$ cat src/rtl/endec_pkg.sv
// Shared constants, config field offsets and state encodings for the channel-coding
// wrapper and its Viterbi decoder.
package endec_pkg;

    localparam int MAX_CONSTRAINT_LENGTH = 9;
    localparam int MAX_CODE_RATE         = 3;

    localparam logic CODE_RATE_2 = 1'b0;
    localparam logic CODE_RATE_3 = 1'b1;

    localparam int ENC_FRAME_W = 128;
    localparam int DEC_FRAME_W = ENC_FRAME_W * MAX_CODE_RATE;
    localparam int GEN_POLY_W  = MAX_CONSTRAINT_LENGTH * MAX_CODE_RATE;
    localparam int NUM_STATES  = 1 << (MAX_CONSTRAINT_LENGTH - 1);

    localparam int CFG_G0_LSB   = 0;
    localparam int CFG_G1_LSB   = 9;
    localparam int CFG_G2_LSB   = 18;
    localparam int CFG_RATE_BIT = 27;

    typedef enum logic [2:0] {
        RX_CFG  = 3'd0,
        RX_DATA = 3'd1,
        ENCODE  = 3'd2,
        DECODE  = 3'd3,
        TX      = 3'd4
    } endec_state_e;

    typedef enum logic [1:0] {
        VIT_IDLE = 2'd0,
        VIT_ACS  = 2'd1,
        VIT_FIND = 2'd2,
        VIT_TB   = 2'd3
    } vit_phase_e;

    function automatic logic poly_parity(input logic [MAX_CONSTRAINT_LENGTH-1:0] s,
                                         input logic [MAX_CONSTRAINT_LENGTH-1:0] g);
        return ^(s & g);
    endfunction

endpackage

$ cat src/rtl/endec_axis_interface_viterbi_core.sv
// Hard-decision 256-state Viterbi decoder: one trellis step per cycle, then full traceback.
// Only compiled when ENDEC_DECODER_EN is defined.
`ifdef ENDEC_DECODER_EN
module viterbi_core
    import endec_pkg::*;
(
    input  logic                   sys_clk,
    input  logic                   rst_n,
    input  logic                   start_i,
    input  logic                   code_rate_i,
    input  logic [GEN_POLY_W-1:0]  gen_poly_flat_i,
    input  logic [DEC_FRAME_W-1:0] frame_i,
    output logic                   done_o,
    output logic [ENC_FRAME_W-1:0] data_o
);
    localparam int SW = MAX_CONSTRAINT_LENGTH - 1;
    localparam int MW = 10;
    // Unreached states start high enough to lose, low enough never to overflow.
    localparam logic [MW-1:0] PM_INIT = 10'd512;

    vit_phase_e             phase_q;
    logic [6:0]             cnt_q;
    logic [DEC_FRAME_W-1:0] sym_q;
    logic [MW-1:0]          pm_q [NUM_STATES];
    logic [MW-1:0]          pm_d [NUM_STATES];
    logic [NUM_STATES-1:0]  dec_d;
    logic [NUM_STATES-1:0]  surv_q [ENC_FRAME_W];
    logic [SW-1:0]          tb_q;
    logic [SW-1:0]          best_state;
    logic [ENC_FRAME_W-1:0] data_q;
    logic                   done_q;
    logic [2:0]             rx_sym;
    logic [MW-1:0]          cand0;
    logic [MW-1:0]          cand1;

    function automatic logic [1:0] branch_metric(input logic [SW:0] r9,
                                                 input logic [GEN_POLY_W-1:0] g,
                                                 input logic rate3,
                                                 input logic [2:0] rx);
        logic [2:0] diff;
        diff = {poly_parity(r9, g[CFG_G0_LSB +: SW+1]),
                poly_parity(r9, g[CFG_G1_LSB +: SW+1]),
                poly_parity(r9, g[CFG_G2_LSB +: SW+1])} ^ rx;
        if (!rate3) diff[0] = 1'b0;
        return 2'(diff[2]) + 2'(diff[1]) + 2'(diff[0]);
    endfunction

    assign rx_sym = (code_rate_i == CODE_RATE_2) ? {sym_q[DEC_FRAME_W-1 -: 2], 1'b0}
                                                 : sym_q[DEC_FRAME_W-1 -: 3];

    // State n = last 8 inputs, n[0] newest; predecessor x gives full register {x, n}.
    always_comb begin
        pm_d  = pm_q;
        dec_d = '0;
        cand0 = '0;
        cand1 = '0;
        for (int n = 0; n < NUM_STATES; n++) begin
            cand0 = pm_q[{1'b0, n[SW-1:1]}]
                  + MW'(branch_metric({1'b0, n[SW-1:0]}, gen_poly_flat_i, code_rate_i, rx_sym));
            cand1 = pm_q[{1'b1, n[SW-1:1]}]
                  + MW'(branch_metric({1'b1, n[SW-1:0]}, gen_poly_flat_i, code_rate_i, rx_sym));
            dec_d[n] = (cand1 < cand0);
            pm_d[n]  = (cand1 < cand0) ? cand1 : cand0;
        end
    end

    always_comb begin
        best_state = '0;
        for (int i = 1; i < NUM_STATES; i++) begin
            if (pm_q[i] < pm_q[best_state]) best_state = SW'(i);
        end
    end

    always_ff @(posedge sys_clk) begin
        if (phase_q == VIT_ACS) surv_q[~cnt_q] <= dec_d;
    end

    always_ff @(posedge sys_clk or negedge rst_n) begin
        if (!rst_n) begin
            phase_q <= VIT_IDLE;
            cnt_q   <= '0;
            sym_q   <= '0;
            tb_q    <= '0;
            data_q  <= '0;
            done_q  <= 1'b0;
            for (int s = 0; s < NUM_STATES; s++) pm_q[s] <= '0;
        end else begin
            done_q <= 1'b0;
            case (phase_q)
                VIT_IDLE: begin
                    if (start_i) begin
                        for (int s = 0; s < NUM_STATES; s++) pm_q[s] <= (s == 0) ? '0 : PM_INIT;
                        sym_q   <= (code_rate_i == CODE_RATE_2)
                                   ? {frame_i[2*ENC_FRAME_W-1:0], {ENC_FRAME_W{1'b0}}} : frame_i;
                        cnt_q   <= 7'd127;
                        phase_q <= VIT_ACS;
                    end
                end
                VIT_ACS: begin
                    pm_q  <= pm_d;
                    sym_q <= (code_rate_i == CODE_RATE_2) ? sym_q << 2 : sym_q << 3;
                    if (cnt_q == 7'd0) phase_q <= VIT_FIND;
                    else               cnt_q   <= cnt_q - 7'd1;
                end
                VIT_FIND: begin
                    tb_q    <= best_state;
                    cnt_q   <= 7'd127;
                    phase_q <= VIT_TB;
                end
                VIT_TB: begin
                    data_q <= {tb_q[0], data_q[ENC_FRAME_W-1:1]};
                    tb_q   <= {surv_q[cnt_q][tb_q], tb_q[SW-1:1]};
                    if (cnt_q == 7'd0) begin
                        done_q  <= 1'b1;
                        phase_q <= VIT_IDLE;
                    end else begin
                        cnt_q <= cnt_q - 7'd1;
                    end
                end
                default: phase_q <= VIT_IDLE;
            endcase
        end
    end

    assign done_o = done_q;
    assign data_o = data_q;

endmodule
`endif

$ cat src/rtl/endec_axis_interface.sv
// AXI4-Stream wrapper: config beat + 8 data beats in, convolutional encode and optional
// Viterbi decode (ENDEC_DECODER_EN), 8 result beats out.
//
// state   | meaning
// RX_CFG  | waiting for the config beat (polynomials, code rate)
// RX_DATA | collecting 6 decoder-frame beats then 2 encoder-frame beats
// ENCODE  | shifting one encoder input bit per cycle, 128 cycles
// DECODE  | viterbi_core running, wait for done
// TX      | presenting result beats 0..7
module endec_axis_interface #(
    parameter int MAX_CONSTRAINT_LENGTH = endec_pkg::MAX_CONSTRAINT_LENGTH,
    parameter int MAX_CODE_RATE         = endec_pkg::MAX_CODE_RATE,
    parameter int DATA_W                = 64
) (
    input  logic              sys_clk,
    input  logic              rst_n,
    input  logic [DATA_W-1:0] s_axis_tdata,
    input  logic              s_axis_tlast,
    output logic              s_axis_tready,
    input  logic              s_axis_tvalid,
    output logic [DATA_W-1:0] m_axis_tdata,
    output logic              m_axis_tlast,
    input  logic              m_axis_tready,
    output logic              m_axis_tvalid
);
    import endec_pkg::*;

    localparam int POLY_W = MAX_CONSTRAINT_LENGTH;
    localparam int ENC_W  = ENC_FRAME_W;
    localparam int DEC_W  = ENC_W * MAX_CODE_RATE;

    endec_state_e              state_q, state_d;
    logic [6:0]                cnt_q, cnt_d;
    logic                      s_ready_q, s_ready_d;
    logic [POLY_W*MAX_CODE_RATE-1:0] poly_q;
    logic                      rate_q;
    logic [DEC_W-1:0]          dec_frame_q;
    logic [ENC_W-1:0]          enc_frame_q;
    logic [DEC_W-1:0]          enc_res_q;
    logic [POLY_W-2:0]         enc_s_q;
    logic [POLY_W-1:0]         enc_s_next;
    logic [2:0]                enc_c;
    logic [ENC_W-1:0]          dec_res;
    logic                      dec_done;
    logic                      dec_start;
    logic                      s_hs;
    logic [ENC_W+DEC_W-1:0]    tx_vec;
    logic                      unused_tlast;

    assign unused_tlast = s_axis_tlast;
    assign s_axis_tready = s_ready_q;
    assign s_hs          = s_axis_tvalid & s_ready_q;
    assign tx_vec        = {dec_res, enc_res_q};

    assign enc_s_next = {enc_s_q, enc_frame_q[ENC_W-1]};
    assign enc_c      = {poly_parity(enc_s_next, poly_q[CFG_G0_LSB +: POLY_W]),
                         poly_parity(enc_s_next, poly_q[CFG_G1_LSB +: POLY_W]),
                         poly_parity(enc_s_next, poly_q[CFG_G2_LSB +: POLY_W])};

    always_comb begin
        state_d       = state_q;
        cnt_d         = cnt_q;
        dec_start     = 1'b0;
        m_axis_tvalid = 1'b0;
        m_axis_tlast  = 1'b0;
        m_axis_tdata  = '0;
        case (state_q)
            RX_CFG: begin
                if (s_hs) begin
                    state_d = RX_DATA;
                    cnt_d   = 7'd7;
                end
            end
            RX_DATA: begin
                if (s_hs) begin
                    if (cnt_q == 7'd0) begin
                        state_d = ENCODE;
                        cnt_d   = 7'd127;
                    end else begin
                        cnt_d = cnt_q - 7'd1;
                    end
                end
            end
            ENCODE: begin
                if (cnt_q == 7'd0) begin
`ifdef ENDEC_DECODER_EN
                    state_d   = DECODE;
                    dec_start = 1'b1;
`else
                    state_d   = TX;
                    cnt_d     = 7'd7;
`endif
                end else begin
                    cnt_d = cnt_q - 7'd1;
                end
            end
            DECODE: begin
                if (dec_done) begin
                    state_d = TX;
                    cnt_d   = 7'd7;
                end
            end
            TX: begin
                // cnt_q counts down 7..0, so it is also the 64-bit slot index from the LSB.
                m_axis_tvalid = 1'b1;
                m_axis_tlast  = (cnt_q == 7'd0);
                m_axis_tdata  = tx_vec[{cnt_q[2:0], 6'b0} +: DATA_W];
                if (m_axis_tready) begin
                    if (cnt_q == 7'd0) state_d = RX_CFG;
                    else               cnt_d   = cnt_q - 7'd1;
                end
            end
            default: state_d = RX_CFG;
        endcase
        s_ready_d = (state_d == RX_CFG) || (state_d == RX_DATA);
    end

    always_ff @(posedge sys_clk or negedge rst_n) begin
        if (!rst_n) begin
            state_q   <= RX_CFG;
            cnt_q     <= '0;
            s_ready_q <= 1'b0;
        end else begin
            state_q   <= state_d;
            cnt_q     <= cnt_d;
            s_ready_q <= s_ready_d;
        end
    end

    always_ff @(posedge sys_clk or negedge rst_n) begin
        if (!rst_n) begin
            poly_q      <= '0;
            rate_q      <= CODE_RATE_2;
            dec_frame_q <= '0;
            enc_frame_q <= '0;
            enc_res_q   <= '0;
            enc_s_q     <= '0;
        end else begin
            if (state_q == RX_CFG && s_hs) begin
                poly_q    <= s_axis_tdata[POLY_W*MAX_CODE_RATE-1:0];
                rate_q    <= s_axis_tdata[CFG_RATE_BIT];
                enc_res_q <= '0;
                enc_s_q   <= '0;
            end
            if (state_q == RX_DATA && s_hs) begin
                if (cnt_q >= 7'd2) dec_frame_q <= {dec_frame_q[DEC_W-DATA_W-1:0], s_axis_tdata};
                else               enc_frame_q <= {enc_frame_q[ENC_W-DATA_W-1:0], s_axis_tdata};
            end
            if (state_q == ENCODE) begin
                enc_s_q     <= enc_s_next[POLY_W-2:0];
                enc_frame_q <= enc_frame_q << 1;
                // Rate 1/2 shifts pairs, so after 128 steps [383:256] still hold the cleared zeros.
                enc_res_q   <= (rate_q == CODE_RATE_3) ? {enc_res_q[DEC_W-4:0], enc_c}
                                                       : {enc_res_q[DEC_W-3:0], enc_c[2:1]};
            end
        end
    end

`ifdef ENDEC_DECODER_EN
    viterbi_core u_viterbi_core (
        .sys_clk         (sys_clk),
        .rst_n           (rst_n),
        .start_i         (dec_start),
        .code_rate_i     (rate_q),
        .gen_poly_flat_i (poly_q),
        .frame_i         (dec_frame_q),
        .done_o          (dec_done),
        .data_o          (dec_res)
    );
`else
    logic unused_dec;
    assign unused_dec = dec_start ^ (^dec_frame_q);
    assign dec_res    = '0;
    assign dec_done   = 1'b0;
`endif

endmodule

$ cat config.mk
export PLATFORM = sky130hd
export DESIGN_NAME = endec_axis_interface
export DESIGN_NICKNAME = d
export VERILOG_FILES = /design/src/rtl/endec_pkg.sv /design/src/rtl/endec_axis_interface_viterbi_core.sv /design/src/rtl/endec_axis_interface.sv
export SDC_FILE = /design/constraint.sdc
export NUM_CORES = 1
export LEC_CHECK = 0
export ABC_AREA = 1
export CELL_PAD_IN_SITES_DETAIL_PLACEMENT = 2
export CELL_PAD_IN_SITES_GLOBAL_PLACEMENT = 2
export CORE_ASPECT_RATIO = 0.6
export CORE_MARGIN = 2
export CORE_UTILIZATION = 41
export DETAILED_ROUTE_END_ITERATION = 6
export DONT_BUFFER_PORTS = 1
export PLACE_DENSITY = 0.82
export SYNTH_ARGS = -nofsm -noshare
export SYNTH_HDL_FRONTEND = slang
export SYNTH_HIERARCHICAL = 1
export SYNTH_SLANG_ARGS = --single-unit
$ cat constraint.sdc
create_clock -name sys_clk -period 5.4 [get_ports sys_clk]
set_clock_uncertainty 0.2 [all_clocks]
set_input_delay 0.81 -clock sys_clk [delete_from_list [all_inputs] [get_ports sys_clk]]
set_output_delay 0.81 -clock sys_clk [all_outputs]
set_load 0.005 [all_outputs]
==> out/metrics.yaml, run 1 <==
status: "finished, violations left"
violations: "hold timing, slew limit"
hold_viol_final: 156
syn_inst: 3729
worstPathArrival_ps: 3670
clock_sinks: 559
drv_slew: 403
crit_chain: "inv_2, buf_4, o21ai_0, nand2_1, nand2_1, a21oi_1"
yosysTopAreaCellShare_pct: 48.1
use_met3_pct: 7.17
required_ps: 4390
ir_worst_vdd_mv: 0.299
powerDensity_mw_per_mm2: 611
crit_path_top_delay_cell: "inv_2"
grt_pass1_wl_mm: 173
rows: 75
die_w_um: 348
insertion_delay_ps: 640
synth_area_leaders: "dfrtp_1, nand2_1, o21ai_0, o22ai_1, inv_1"
p_seq_share_pct: 35.5
synth.most_common_cell: "nand2_1"
fin_nets: 3592
tns_ps: 0
hpwl_mm: 71.3
grt_pass1_vias: 28437
fmax_mhz: 214
post-cts-setup-buffers: 0
worstSetupPathType: "reg2out"
drive_gt1_share_pct: 5.03
rsz0062_at_grt: "no"
cts_buffers: 57
clkPwrFrac_pct: 21.8
overflow: 0
synthesis.nets: 3800
antenna_found_initial: 4
hp-class: "in2async"
power_mw: 19.0
stdcell_count: 4485
grt_max_degree: 560
totalWireLength_mm: 110
async_flop_share_pct: 100
synth_edf_count: 0
maxCapViolations: 0
dr.pass1.iters: 5
ys_seq_elements: 559
setup_ws_ps: 721
vias_per_cell: 5.91
dr.first_iter.drc_count: 2364
nFillCells: 7885
leakagePower_nw: 13.8
coreArea_sq_mm: 0.0700
dieArea_sq_mm: 0.0731
clkTransAtPathRegs_ps: 70
crit_fanout: 54
slew_headroom_pct: -124
cts_root_buffer: "clkbuf_16"
grtUsageMet2_pct: 44.1
setup_viol: 0
path_buf_inv: 2
synth_top_area_cell: "dfrtp_1"
htree_levels: 2
power.internal_mw: 10.3
io_pins: 136
place_inst: 4386
fin_crit_sh_pct: 86.6
netSwitchingFraction_pct: 46.0
net-switching-power_mw: 8.75
route.detailed.drc: 0
seq_area_frac_synth_pct: 48.1
port-buffer-count: 0
track_usage_pct: 30.1
cts_max_path_buffers: 3
synth_area_sq_mm: 0.0291
gp_congestion: 0.845
min_period_ps: 4680
dp_slack_ps: 1130
final_area_sq_mm: 0.0312
synth.top_cells.by_count: "nand2_1, dfrtp_1, o21ai_0"
hold_ws_ps: -312
start_util_pct: 41.5
vias: 26496
die_h_um: 210
synth_ff_type: "dfrtp_1"
wl_per_cell_um: 24.5
end_kind: "output pin"
top_usage_layer: "met1"
crit_path_frequent_cell: "nand2_1"
area_delta_synth_final_pct: 7.30
antenna_left: 0
synth.avg_cell_area_sq_um: 7.79
cts_tree: "done"
grt_use_met1_pct: 44.8
synth_cell_types: 35
crit_family: "buffers and inverters"
startpoint_type: "flip-flop"
p_comb_share_pct: 42.8
synth_warnings: 6
dpl_cell_area_sq_mm: 0.0293
tightest_slew_ps: 3360
slowest_delay_ps: 830
[flip-flops by register name, indices dropped and copies added, names as in the netlist]
name           cells
cnt_q              7
enc_frame_q      128
enc_res_q        384
enc_s_q            8
poly_q            27
rate_q             1
s_axis_tready      1
state_q            3
[cell families (layout without fill, tap and decap cells)]
family,after synthesis,count (layout),synth area share (%)
adder cells (fa/ha/maj),2,2,0.0861
XOR/XNOR,13,13,0.392
AND/OR/NAND/NOR,1053,1053,14.5
flip-flops,559,559,48.1
AO/OA/AOI/OAI,1293,1293,25.1
buffers and inverters,783,614,10.7
multiplexers,26,26,1.01
other,0,1,0
[through the flow]
step / hold WS (ps) / utilization (%)
CTS: -366 / 44.5
global placement: 280 / 41.9
detailed placement: 304 / 41.9
floorplan: 253 / -
global route: -336 / 44.5
finish: -312 / 44.5
[final timing paths]
| path | end | slack, ps | depth (start not counted) | from |
|---|---|---|---|---|
| min in group sys_clk | poly_q[19] | 130 | 1 | s_axis_tdata[19] |
| max reg2reg | enc_frame_q[77] | 1090 | 9 | cnt_q[0] |
| max | m_axis_tdata[39] | 720 | 6 | cnt_q[0] |
| min | enc_frame_q[75] | -310 | 0 | rst_n |
| max in group asynchronous | enc_res_q[318] | 2690 | 0 | rst_n |
| min reg2reg | poly_q[9] | 320 | 1 | poly_q[9] |
[placed cells by master (no fill, tap or decap), types with 16 or more instances in the layout]
| master | n |
|---|---|
| nand2_1 | 792 |
| o21ai_0 | 559 |
| dfrtp_1 | 558 |
| inv_1 | 477 |
| o22ai_1 | 389 |
| a21oi_1 | 172 |
| nor2_1 | 161 |
| o211ai_1 | 73 |
| a31oi_1 | 64 |
| clkbuf_16 | 57 |
| nor3_1 | 47 |
| mux2_2 | 26 |
| nor3_2 | 24 |
| buf_4 | 24 |
| clkbuf_1 | 18 |
| a211oi_1 | 16 |
| nand3_1 | 16 |
[power groups by stage]
stage          logic (mW)  registers (mW)  clock network, mW
2_1_floorplan        5.59            6.26                  0
3_3_place_gp         7.33            6.65                  0
3_5_place_dp         7.85            6.77                  0
4_1_cts              8.01            6.73               4.24
5_1_grt              9.06            6.93               4.37
6_report             8.14            6.75               4.15
[cell type report]
type	instances	area (sq um)	area share [%]
Sequential cell	559	14000	44.9
Multi-Input combinational cell	2387	12000	38.5
Inverter	483	1820	5.85
Clock buffer	87	1660	5.32
Tap cell	924	1160	3.71
Timing Repair Buffer	33	360	1.16
Clock inverter	11	193	0.618
Antenna cell	1	2.50	0.00803
[metal layers]
metal  routed length (um)  up-vias
met1                52800    13766
met2                47200      512
met5                   27        -
li1                     -    12087
met3                 7670      127
met4                 2210        4
[repair_timing]
item	in CTS	in global routing
hold endpoints to repair	559	559
setup endpoints to repair	0	0
gates resized for setup	0	0
No activity file was read; power rests on OpenSTA's default activity.
==> run 2, diff against run 1 <==
--- a/config.mk
+++ b/config.mk
@@ -15,2 +15,3 @@
 export DONT_BUFFER_PORTS = 1
+export GPL_ROUTABILITY_DRIVEN = 0
 export PLACE_DENSITY = 0.82
==> constraint.sdc (replaced) <==
create_clock -name sys_clk -period 5.4 [get_ports sys_clk]
set_clock_uncertainty 0.2 [all_clocks]
set_input_delay 0.54 -clock sys_clk [delete_from_list [all_inputs] [get_ports sys_clk]]
set_output_delay 0.54 -clock sys_clk [all_outputs]
set_load 0.005 [all_outputs]
==> run 2 against run 1 <==
Net effect: the run still ends with hold timing, slew limit left; sequential share of layout area decreased by 1.3 points; worst setup slack improved by 18 ps; routed wire length increased by 10%; flip-flop and latch count unchanged; cell count increased by 1.9%; fmax increased by 0.39%; register-to-register slack got worse by 70 ps; highest routed layer is now met4.
==> out/metrics.yaml, run 2 (synthesis results as in run 1) <==
required_ps: 4660  # +270 ps
dpl_cell_area_sq_mm: 0.0295  # +0.53%
mostFrequentLayoutCell: "nand2_1"
p_comb_share_pct: 43.0  # +0.2 points
start_util_pct: 41.5  # unchanged
crit_fanout: 37  # -31%
setup_ws_ps: 739  # +18.3 ps
hold_viol_final: 559  # +260%
area_delta_synth_final_pct: 10.6
hold_ws_ps: -595  # -283 ps
clkPwrFrac_pct: 22.2  # +0.4 points
vias_per_cell: 6.06  # +2.6%
met2WireLength_mm: 54.4  # +15%
layout_common_cells: "nand2_1, o21ai_0, dfrtp_1"
vias: 27687  # +4.5%
dieArea_sq_mm: 0.0731  # unchanged
io_pins: 136  # unchanged
insertion_delay_ps: 670  # +30 ps
rsz0062_at_grt: "no"
power.internal_mw: 10.5  # +2.0%
grt_pass1_wl_mm: 187  # +8.3%
power_mw: 19.8  # +4.0%
post-cts-setup-buffers: 0  # unchanged
ir_worst_vdd_mv: 0.275  # -8.1%
wl_per_cell_um: 26.5  # +8.0%
worstPathArrival_ps: 3920  # +250 ps
largest_register: "enc_res_q"
rr_startpoint: "cnt_q[2]"
cts_root_buffer: "clkbuf_16"
maxCapViolations: 0  # unchanged
postLayoutCoreUtil_pct: 45.9  # +1.4 points
fin_crit_sh_pct: 86.3  # -0.34 points
hp-class: "in2async"
tightest_slew_ps: 2020  # -1340 ps
end_kind: "output pin"
clock_sinks: 559  # unchanged
min_period_ps: 4660  # -18.3 ps
hpwl_mm: 72.0  # +1.1%
fin_nets: 3666  # +2.1%
clkTransAtPathRegs_ps: 80  # about the same
net-switching-power_mw: 9.31  # +6.3%
coreArea_sq_mm: 0.0700  # unchanged
drive_gt1_share_pct: 5.57  # +0.54 points
antenna_left: 0  # unchanged
cts_max_path_buffers: 3  # unchanged
powerDensity_mw_per_mm2: 616  # +0.91%
wl_met1_mm: 56.6  # +7.1%
grt_max_degree: 560  # unchanged
cts-resized-gates: 0  # unchanged
final_area_sq_mm: 0.0321  # +3.0%
cts_tree: "done"
cts_buffers: 57  # unchanged
status: "finished, violations left"
drv_slew: 400  # -0.74%
largest_reg_flops: 384  # unchanged
grt_pass1_vias: 29581  # +4.0%
netSwitchingFraction_pct: 47.0  # +1.0 points
nFillCells: 7700  # -2.3%
reg.largest.list: "enc_res_q (384), enc_frame_q (128), poly_q (27)"
rows: 75  # unchanged
totalWireLength_mm: 121  # +10%
overflow: 0  # unchanged
htree_levels: 2  # unchanged
tns_ps: 0  # unchanged
leakagePower_nw: 14.2  # +3.1%
r2r-end: "enc_frame_q[22]"
highest_layer: "met4"
rr_worst_depth: 9  # unchanged
setup_viol: 0  # unchanged
track_usage_pct: 32.8  # +2.8 points
ff2ff_setup_slack_ps: 1020  # -70 ps
wl_met3_mm: 7.72  # +0.61%
cts_hold_buf: 65
startpoint_type: "flip-flop"
violations: "hold timing, slew limit"
fmax_mhz: 215  # +0.39%
route.detailed.drc: 0  # unchanged
dr.pass1.iters: 5  # unchanged
antenna_found_initial: 5  # +1
dr.first_iter.drc_count: 2685  # +14%
slew_headroom_pct: -34.8  # +89 points
port-buffer-count: 0  # unchanged
worstSetupPathType: "reg2out"
dp_slack_ps: 1300  # +174 ps
die_w_um: 348  # unchanged
die_h_um: 210  # unchanged
p_seq_share_pct: 34.8  # -0.7 points
## run 2: area by class of cell
class / count / area (sq um) / share of cell area [%]
clock buffers: 94 / 1840 / 5.72
multi-input cells: 2387 / 12000 / 37.3
inverters: 483 / 1820 / 5.67
flip-flops and latches: 559 / 14000 / 43.6
diodes: 2 / 5.00 / 0.0156
well taps: 924 / 1160 / 3.60
repair buffers: 107 / 1170 / 3.63
clock inverters: 13 / 153 / 0.475
## run 2: routing by layer
layer / GRT usage, % / vias to the layer above
met1: 48.3 / 14565
met4: 7.06 / 0
met2: 50.3 / 720
met5: 0 / -
li1: - / 12261
met3: 6.32 / 141
## run 2: worst max-delay path, cell delays in order, from the launching register on
cell and delay, ps:
dfrtp_1 520, inv_2 420, nor2_4 830, buf_4 570, o21ai_0 230, a21oi_1 340, o31ai_1 150, inv_1 170
## run 2: worst max path at each step
| stage | startpoint | end | slack (ps) | depth (start not counted) |
|---|---|---|---|---|
| 3_3_place_gp | cnt_q[2] | enc_frame_q[73] | 1460 | 9 |
| 2_1_floorplan | cnt_q[0] | m_axis_tlast | 2960 | 8 |
| 3_5_place_dp | cnt_q[2] | enc_frame_q[83] | 1300 | 9 |
| 6_report | cnt_q[2] | m_axis_tdata[56] | 740 | 7 |
| 4_1_cts | cnt_q[2] | m_axis_tdata[57] | 840 | 7 |
| 5_1_grt | cnt_q[2] | m_axis_tdata[61] | 650 | 7 |
## run 2: through the flow
step | cells | hold WS (ps)
after global routing | 4569 | -608
after global placement | 4395 | 56.4
after floorplan | 3729 | 44.4
after CTS | 4567 | -625
after detailed placement | 4395 | 51.4
final | 4569 | -595
## run 2: power by group through the flow
stage	registers, mW	logic [mW]	clock network (mW)
floorplan	6.26	5.59	0
global placement	6.71	7.37	0
detailed placement	6.82	7.91	0
CTS	6.79	8.13	4.38
global route	7.04	9.32	4.60
finish	6.89	8.51	4.39
